$ cat src/rtl/fpadd_result_display.sv
// Result display stage: buffers 32-bit FP results in a FIFO and shows each word byte by byte, MSB first,
// on the LEDs and two hex digits. Define FPADD_DISP_DP_INDEX_EN to drive the decimal points with the byte index.
module fpadd_result_display #(
  parameter int DEPTH = 4,
  parameter int DWELL = 50000000
) (
  input  logic        clk,
  input  logic        rst,
  input  logic        res_valid,
  input  logic [31:0] res_data,
  output logic        res_ready,
  output logic [7:0]  leds,
  output logic        an0,
  output logic        a0, b0, c0, d0, e0, f0, g0,
  output logic        fp0,
  output logic        an1,
  output logic        a1, b1, c1, d1, e1, f1, g1,
  output logic        fp1,
  output logic        busy
);

  // Handshake: a word transfers on a rising clk edge where res_valid & res_ready are both high;
  // res_ready depends only on the registered FIFO count, never on res_valid.

  localparam int AW = $clog2(DEPTH);
  localparam int DW = (DWELL > 1) ? $clog2(DWELL) : 1;

  typedef enum logic [1:0] {IDLE = 2'd0, LOAD = 2'd1, SHOW = 2'd2} state_t;

  state_t          state, next_state;
  logic [31:0]     mem [DEPTH];
  logic [AW-1:0]   wptr, rptr;
  logic [AW:0]     count;
  logic [31:0]     word;
  logic [1:0]      idx;
  logic [DW-1:0]   dwell;
  logic            push, pop, dwell_end;

  logic            disp_upd, disp_off;
  logic [1:0]      disp_idx;
  logic [7:0]      disp_byte;
  logic [6:0]      seg0_q, seg1_q;
  logic            an_q;

  assign res_ready = (count != (AW+1)'(DEPTH));
  assign push      = res_valid & res_ready;
  assign pop       = (state == LOAD);
  assign busy      = (state != IDLE) | (count != '0);
  assign dwell_end = (dwell == DW'(DWELL - 1));

  function automatic logic [6:0] hex7(input logic [3:0] n);
    case (n)   // {a,b,c,d,e,f,g}
      4'h0: hex7 = 7'b1111110;
      4'h1: hex7 = 7'b0110000;
      4'h2: hex7 = 7'b1101101;
      4'h3: hex7 = 7'b1111001;
      4'h4: hex7 = 7'b0110011;
      4'h5: hex7 = 7'b1011011;
      4'h6: hex7 = 7'b1011111;
      4'h7: hex7 = 7'b1110000;
      4'h8: hex7 = 7'b1111111;
      4'h9: hex7 = 7'b1111011;
      4'hA: hex7 = 7'b1110111;
      4'hB: hex7 = 7'b0011111;
      4'hC: hex7 = 7'b1001110;
      4'hD: hex7 = 7'b0111101;
      4'hE: hex7 = 7'b1001111;
      default: hex7 = 7'b1000111;
    endcase
  endfunction

  // FIFO storage carries no reset; only pointers and count are cleared.
  always_ff @(posedge clk) begin
    if (push) mem[wptr] <= res_data;
  end

  always_ff @(posedge clk or posedge rst) begin
    if (rst) begin
      wptr  <= '0;
      rptr  <= '0;
      count <= '0;
    end else begin
      if (push) wptr <= wptr + 1'b1;
      if (pop)  rptr <= rptr + 1'b1;
      case ({push, pop})
        2'b10:   count <= count + 1'b1;
        2'b01:   count <= count - 1'b1;
        default: count <= count;
      endcase
    end
  end

  always_ff @(posedge clk or posedge rst) begin
    if (rst) state <= IDLE;
    else     state <= next_state;
  end

  always_comb begin
    next_state = state;
    case (state)
      IDLE:    if (count != '0) next_state = LOAD;
      LOAD:    next_state = SHOW;
      SHOW:    if (dwell_end && idx == 2'd0) next_state = (count != '0) ? LOAD : IDLE;
      default: next_state = IDLE;
    endcase
  end

  always_ff @(posedge clk or posedge rst) begin
    if (rst) begin
      word  <= '0;
      idx   <= 2'd3;
      dwell <= '0;
    end else if (state == LOAD) begin
      word  <= mem[rptr];
      idx   <= 2'd3;
      dwell <= '0;
    end else if (state == SHOW) begin
      if (dwell_end) begin
        dwell <= '0;
        if (idx != 2'd0) idx <= idx - 2'd1;
      end else begin
        dwell <= dwell + 1'b1;
      end
    end
  end

  // Display values are computed one cycle ahead so the pins change on the same edge as idx.
  always_comb begin
    disp_upd  = 1'b0;
    disp_off  = 1'b0;
    disp_idx  = 2'd3;
    disp_byte = mem[rptr][31:24];
    case (state)
      LOAD: disp_upd = 1'b1;
      SHOW: begin
        if (dwell_end) begin
          if (idx != 2'd0) begin
            disp_upd  = 1'b1;
            disp_idx  = idx - 2'd1;
            disp_byte = word[{disp_idx, 3'b000} +: 8];
          end else if (next_state == IDLE) begin
            disp_off = 1'b1;
          end
        end
      end
      default: ;
    endcase
  end

  always_ff @(posedge clk or posedge rst) begin
    if (rst) begin
      leds   <= '0;
      an_q   <= 1'b0;
      seg0_q <= '0;
      seg1_q <= '0;
    end else if (disp_upd) begin
      leds   <= disp_byte;
      an_q   <= 1'b1;
      seg1_q <= hex7(disp_byte[7:4]);
      seg0_q <= hex7(disp_byte[3:0]);
    end else if (disp_off) begin
      an_q   <= 1'b0;
      seg0_q <= '0;
      seg1_q <= '0;
    end
  end

  assign an0 = an_q;
  assign an1 = an_q;
  assign {a0, b0, c0, d0, e0, f0, g0} = seg0_q;
  assign {a1, b1, c1, d1, e1, f1, g1} = seg1_q;

`ifdef FPADD_DISP_DP_INDEX_EN
  logic [1:0] dp_q;

  always_ff @(posedge clk or posedge rst) begin
    if (rst)           dp_q <= '0;
    else if (disp_upd) dp_q <= disp_idx;
    else if (disp_off) dp_q <= '0;
  end

  assign fp1 = dp_q[1];
  assign fp0 = dp_q[0];
`else
  assign fp1 = 1'b0;
  assign fp0 = 1'b0;
`endif

endmodule

$ cat config.mk
export PLATFORM = sky130hd
export DESIGN_NAME = fpadd_result_display
export DESIGN_NICKNAME = d
export VERILOG_FILES = /design/src/rtl/fpadd_result_display.sv
export SDC_FILE = /design/constraint.sdc
export NUM_CORES = 1
export LEC_CHECK = 0
export ABC_AREA = 1
export CORE_MARGIN = 8
export CORE_UTILIZATION = 54
export CTS_CLUSTER_DIAMETER = 150
export CTS_CLUSTER_SIZE = 30
export DETAILED_ROUTE_END_ITERATION = 16
export PLACE_DENSITY_LB_ADDON = 0.2
export REMOVE_ABC_BUFFERS = 1
export SLEW_MARGIN = 20
export SYNTH_ARGS = -nofsm -noshare
export SYNTH_HDL_FRONTEND = slang
export SYNTH_SLANG_ARGS = --single-unit
$ cat constraint.sdc
create_clock -name clk -period 2.8 [get_ports clk]
set_clock_uncertainty 0.05 [all_clocks]
set_input_delay 0.56 -clock clk [delete_from_list [all_inputs] [get_ports clk]]
set_output_delay 0.56 -clock clk [all_outputs]
set_load 0.02 [all_outputs]
==> results.sh, run 1 <==
export IMPL_outcome="complete, no violations"
export IMPL_io_buffers=60
export IMPL_crit_path_start_kind="flop"
export IMPL_cts_buffer_depth=3
export IMPL_coreArea_um2=18000
export IMPL_cp_end_kind="output port"
export IMPL_synth_mux_area_frac=0
export IMPL_crit_required_ns=2.19
export IMPL_antenna_cells=0
export IMPL_ys_warnings_count=0
export IMPL_drtPass1Iterations=5
export IMPL_die_x_um=152
export IMPL_hold_viol=0
export IMPL_gp_congestion=0.914
export IMPL_dpl_hpwl_mm=13.1
export IMPL_stdcell_count=1269
export IMPL_wl_met3_um=844
export IMPL_path_clk_slew_ns=0.12
export IMPL_fin_area_um2=11200
export IMPL_max_freq_mhz=393
export IMPL_dp_slack_ns=0.134
export IMPL_hp_class="in -> async"
export IMPL_start_util=0.550
export IMPL_via_per_inst=5.39
export IMPL_drive_above_1_share=0.0750
export IMPL_synth_top_area_frac=0.387
export IMPL_dr_max_layer_used="met4"
export IMPL_drt_iter0_markers=387
export IMPL_synthMostInstantiatedCell="nand2_1"
export IMPL_grt_pass1_wl_mm=32.7
export IMPL_insertion_delay_ns=0.47
export IMPL_power_density_nw_per_um2=1050
export IMPL_cts_max_level=1
export IMPL_finalCritPeriodShare=0.909
export IMPL_nets=1095
export IMPL_wl_per_cell_um=15.7
export IMPL_synth_edf_count=128
export IMPL_die_y_um=152
export IMPL_yosysTopAreaCell="edfxtp_1"
export IMPL_io_pins=63
export IMPL_place_inst=1252
export IMPL_area_growth_pct=12.9
export IMPL_synth_seq_cells=220
export IMPL_finalMaxSlewViolations=0
export IMPL_fin_crit_ns=2.54
export IMPL_synthSimpleGateAreaFrac=0.179
export IMPL_synth_compound_area_share=0.108
export IMPL_final_antenna_net_count=0
export IMPL_timing_final_ws_setup_ns=0.256
export IMPL_tritoncts="yes"
export IMPL_cp_arrival_ns=1.93
export IMPL_track_usage=0.176
export IMPL_num_rows=49
export IMPL_synth_xor_area_frac=0.0115
export IMPL_ir_drop_v=0.000641
export IMPL_tightest_slew_ns=0.711
export IMPL_wl_met2_mm=9.66
export IMPL_drt_met1_wl_mm=9.17
export IMPL_slew_headroom=0.526
export IMPL_root_buffer="clkbuf_16"
export IMPL_tns_ns=0
export IMPL_grt_pass1_vias=6540
export IMPL_postSynthAreaPerCell_um2=10.1
export IMPL_worstPathCellList="inv_1 -> ha_1 -> nand2_1 -> clkdlybuf4s50_1"
export IMPL_synthAdderAreaFrac=0.0310
export IMPL_numCtsBuffers=11
export IMPL_grt_max_degree=51
export IMPL_wl_mm=19.9
export IMPL_worst_path_buf_inv=2
export IMPL_overflow=0
export IMPL_critPathTopFamily="buffers and inverters"
export IMPL_synth_ff_type="edfxtp_1"
export IMPL_slowest_delay_ns=0.61
export IMPL_post_cts_buffers=0
export IMPL_synth_distinct_cells=42
export IMPL_placed_cell_area_um2=10900
export IMPL_numClockSinks=220
export IMPL_antenna_found_initial=0
export IMPL_yosys_top_cells_area="edfxtp_1 39%, dfrtp_1 23%, nand2_1 6.4%, o21ai_0 5.5%, nor2_1 5.1%"
export IMPL_cts_resized=0
export IMPL_cts_hold_fix_buffers=0
export IMPL_p_leak_uw=0.00446
export IMPL_setup_viol=0
export IMPL_crit_type="reg -> out"
export IMPL_crit_slowest_cell="clkdlybuf4s50_1"
export IMPL_synthTopCellsByCount="168 x nand2_1, 136 x nor2_1, 128 x edfxtp_1"
export IMPL_syn_instance_count=983
export IMPL_drc=0
export IMPL_synthArstFlopShare=0.418
export IMPL_holdWs_ns=0.431
export IMPL_synth_top_family_by_area="simple AND/OR/NAND/NOR gates"
export IMPL_worstPathMaxFanout=6
export IMPL_die_area_um2=23000
export IMPL_syn_area_um2=9920
export IMPL_synth_seq_area_share=0.620
export IMPL_vias=6846
export IMPL_rsz0062_at_grt="false"
export IMPL_cap_viol_max_count=0
## registers in the layout (all words and copies together) (netlist names)
| name | cells |
|---|---|
| word | 32 |
| rptr | 2 |
| seg1_q | 7 |
| state | 2 |
| idx | 2 |
| leds | 8 |
| count | 3 |
| dwell | 26 |
| an0 | 1 |
| seg0_q | 7 |
| mem | 128 |
| wptr | 2 |
## layout by cell type (no fill, tap or decap), drive strengths merged
cell type	instances
a31oi	10
clkdlybuf4s50	60
fa	1
o22a	8
o21ai	122
clkinv	3
nor4	2
xor2	9
o21a	3
buf	23
nand4	10
nand3	64
conb	2
edfxtp	128
dfrtp	90
o22ai	18
ha	23
a21oi	22
o2111a	1
nand3b	4
dfstp	2
xnor2	4
clkbuf	16
inv	79
o211ai	5
and3	1
nand2	175
nor3b	4
nor3	8
nor2	143
## report_power, final
group,leakage [µW],internal (µW),switching (µW)
Sequential,0.00232,4350,343
Combinational,0.00198,1910,3420
Clock,0.000151,761,990
## logic make-up after synthesis
group	after synthesis
flip-flops	220
adder cells (fa/ha/maj)	24
other	1
XOR/XNOR	13
AND/OR/NAND/NOR	411
buffers and inverters	125
AO/OA/AOI/OAI	189
## metrics by stage
step	power, µW	util
floorplan	8250	-
global placement	9970	0.603
detailed placement	10100	0.603
CTS	11800	0.621
global route	12700	0.622
finish	11800	0.622
## area by class of cell
class | count | area, µm²
clock buffers | 16 | 294
clock inverters | 1 | 20.0
fillers | 1519 | 6820
inverters | 81 | 305
multi-input cells | 639 | 3300
flip-flops and latches | 220 | 6150
well taps | 229 | 287
repair buffers | 83 | 848
## final timing paths
kind / start / end / slack (ns) / depth (start not counted)
max: state[1] / busy / 0.26 / 4
min: rst / seg0_q[5] / 0.43 / 2
max reg2reg: idx[0] / seg0_q[3] / 0.26 / 14
min reg2reg: dwell[24] / dwell[24] / 0.45 / 1
max in group asynchronous: rst / idx[0] / 1.61 / 3
min in group clk: dwell[24] / dwell[24] / 0.45 / 1
## layer usage
layer  up-vias  track usage
li1       3428            -
met1      3253        0.245
met2       154        0.296
met3        11       0.0214
met4         0       0.0274
met5         -            0
(Power assumes the default switching activity.)
==> run 2: changes to the inputs <==
- TNS_END_PERCENT: default -> 100
==> results of run 2 <==
Final layout, timing and power as in run 1 (identical DEF).
==> run 3: changes to the inputs <==
- GPL_TIMING_DRIVEN: default -> 0
- TNS_END_PERCENT: 100 -> default
==> run 3 against run 2 <==
Die area unchanged. Final cell count decreased by 0.16%. Critical path depth increased by 8. Via count increased by 0.39%. Register-to-register slack got worse by 0.09 ns. Sequential share of layout area decreased by 0.40 points. Critical endpoint is now seg0_q[4]. Largest power group unchanged.
==> results.sh, run 3 (synthesis gave the netlist of run 1 again) <==
export IMPL_area_growth_pct=13.9
export IMPL_hp_class="in -> async"
export IMPL_max_freq_mhz=380
export IMPL_grt_pass1_wl_mm=34.0
export IMPL_numCtsBuffers=11
export IMPL_drc=0
export IMPL_die_y_um=152
export IMPL_antenna_cells=0
export IMPL_finalMaxSlewViolations=0
export IMPL_antenna_found_initial=0
export IMPL_worstPathCellList="inv_4 -> ha_4 -> buf_4 -> a21oi_1 -> o21ai_0 -> nand2_1 -> nand3b_1 -> nand2_2 -> ha_1 -> nand3b_1 -> o211ai_1 -> nand2_1"
export IMPL_critPathTopFamily="flip-flops"
export IMPL_nFillCells=1482
export IMPL_p_leak_uw=0.00447
export IMPL_final_common_cell="nand2_1"
export IMPL_grt_pass1_vias=6738
export IMPL_wl_mm=20.7
export IMPL_crit_type="reg -> reg"
export IMPL_largest_register="mem"
export IMPL_stdcell_count=1267
export IMPL_overflow=0
export IMPL_power_density_nw_per_um2=1070
export IMPL_crit_path_start_kind="flop"
export IMPL_r2r_start="idx[0]"
export IMPL_cts_max_level=1
export IMPL_tritoncts="yes"
export IMPL_crit_required_ns=3.11
export IMPL_drtPass1Iterations=7
export IMPL_drt_iter0_markers=451
export IMPL_insertion_delay_ns=0.46
export IMPL_regArea_um2=6160
export IMPL_vias=6873
export IMPL_cap_viol_max_count=0
export IMPL_track_usage=0.184
export IMPL_crit_slowest_cell="dfstp_4"
export IMPL_final_antenna_net_count=0
export IMPL_die_x_um=152
export IMPL_numClockSinks=220
export IMPL_worstPathMaxFanout=8
export IMPL_io_pins=63
export IMPL_critPathLaunch="idx[0]"
export IMPL_via_per_inst=5.42
export IMPL_outcome="complete, no violations"
export IMPL_setup_viol=0
export IMPL_layout_common_cells="165 x nand2_1, 132 x nor2_1, 128 x edfxtp_1"
export IMPL_largest_reg_flops=128
export IMPL_grt_max_degree=76
export IMPL_die_area_um2=23000
export IMPL_fin_crit_ns=2.63
export IMPL_rsz0062_at_grt="false"
export IMPL_fin_area_um2=11300
export IMPL_slowest_delay_ns=0.66
export IMPL_tightest_slew_ns=0.735
export IMPL_root_buffer="clkbuf_16"
export IMPL_tns_ns=0
export IMPL_wl_per_cell_um=16.3
export IMPL_start_util=0.550
export IMPL_num_rows=49
export IMPL_dp_slack_ns=-1.11
export IMPL_drive_above_1_share=0.0800
export IMPL_final_core_utilization=0.627
export IMPL_hold_viol=0
export IMPL_path_clk_slew_ns=0.12
export IMPL_worst_path_buf_inv=2
export IMPL_placed_cell_area_um2=10800
export IMPL_io_buffers=60
export IMPL_coreArea_um2=18000
export IMPL_top_regs="mem: 128 flops, word: 32 flops, dwell: 26 flops"
export IMPL_cp_arrival_ns=2.94
export IMPL_finalCritPeriodShare=0.939
export IMPL_cts_buffer_depth=3
export IMPL_slew_headroom=0.509
export IMPL_ir_drop_v=0.000590
export IMPL_dpl_hpwl_mm=13.1
export IMPL_multi_input_area_um2=3350
export IMPL_place_inst=1236
export IMPL_gp_congestion=0.838
export IMPL_timing_final_ws_setup_ns=0.170
export IMPL_cp_end_kind="flop"
export IMPL_nets=1093
-- run 3: cell types whose count changed in the layout (fill, tap and decap cells not counted), moves of 2 or more --
| cell | delta |
|---|---|
| buf_4 | -3 |
| inv_4 | +2 |
| nor2_2 | -5 |
| dfrtp_4 | +2 |
| nand2_1 | -3 |
| nand2_2 | +3 |
| inv_1 | -2 |
| buf_16 | +4 |
| buf_12 | -3 |
| nor2_4 | +5 |
-- run 3: final cells by class --
| cell class | instances | area share |
|---|---|---|
| inverters | 81 | 0.0284 |
| clock buffers | 16 | 0.0260 |
| flip-flops and latches | 220 | 0.545 |
| clock inverters | 1 | 0.00177 |
| repair buffers | 81 | 0.0775 |
| multi-input cells | 639 | 0.296 |
| well taps | 229 | 0.0253 |
-- run 3: final timing paths --
path / end / slack, ns / depth (start not counted)
worst max-delay path: seg0_q[4] / 0.17 / 12
worst max register to register: seg0_q[4] / 0.17 / 12
worst min-delay path: dwell[3] / 0.33 / 2
max in group asynchronous: idx[1] / 1.73 / 3
worst min register to register: dwell[24] / 0.44 / 1
min in group clk: dwell[24] / 0.44 / 1
-- run 3: power by group --
group          internal [µW]  total [µW]  switching (µW)
combinational           2010        5500            3480
clock                    760        1740             984
sequential              4370        4830             458
total                   7140       12100            4930
-- run 3: timing repair --
action	CTS	global route
gates resized for setup	12	7
gates cloned	0	0
setup endpoints to repair	23	22
buffers inserted	11	3
pin swaps	3	2
hold endpoints to repair	0	0
hold buffers	0	0
-- run 3: through the flow --
stage                     power, µW  hold WS [ns]
after floorplan                8250         0.394
after global placement         9780         0.415
after CTS                     12100         0.322
after global routing          13000         0.326
final                         12100         0.327
after detailed placement      10100         0.414
-- run 3: worst register-to-register path: cells and delay by family, from the launching register on --
kind	cells	cell delay, ns
AO/OA/AOI/OAI	3	0.45
buffers and inverters	2	0.22
adder cells (fa/ha/maj)	2	0.53
AND/OR/NAND/NOR	5	0.62
flip-flops	1	0.66
-- run 3: routing by layer --
metal / up-vias / global-route usage / wire length [µm]
met5: - / 0 / 0
met4: 0 / 0.0426 / 368
li1: 3435 / - / -
met2: 149 / 0.319 / 10100
met1: 3262 / 0.242 / 9170
met3: 27 / 0.0249 / 1050
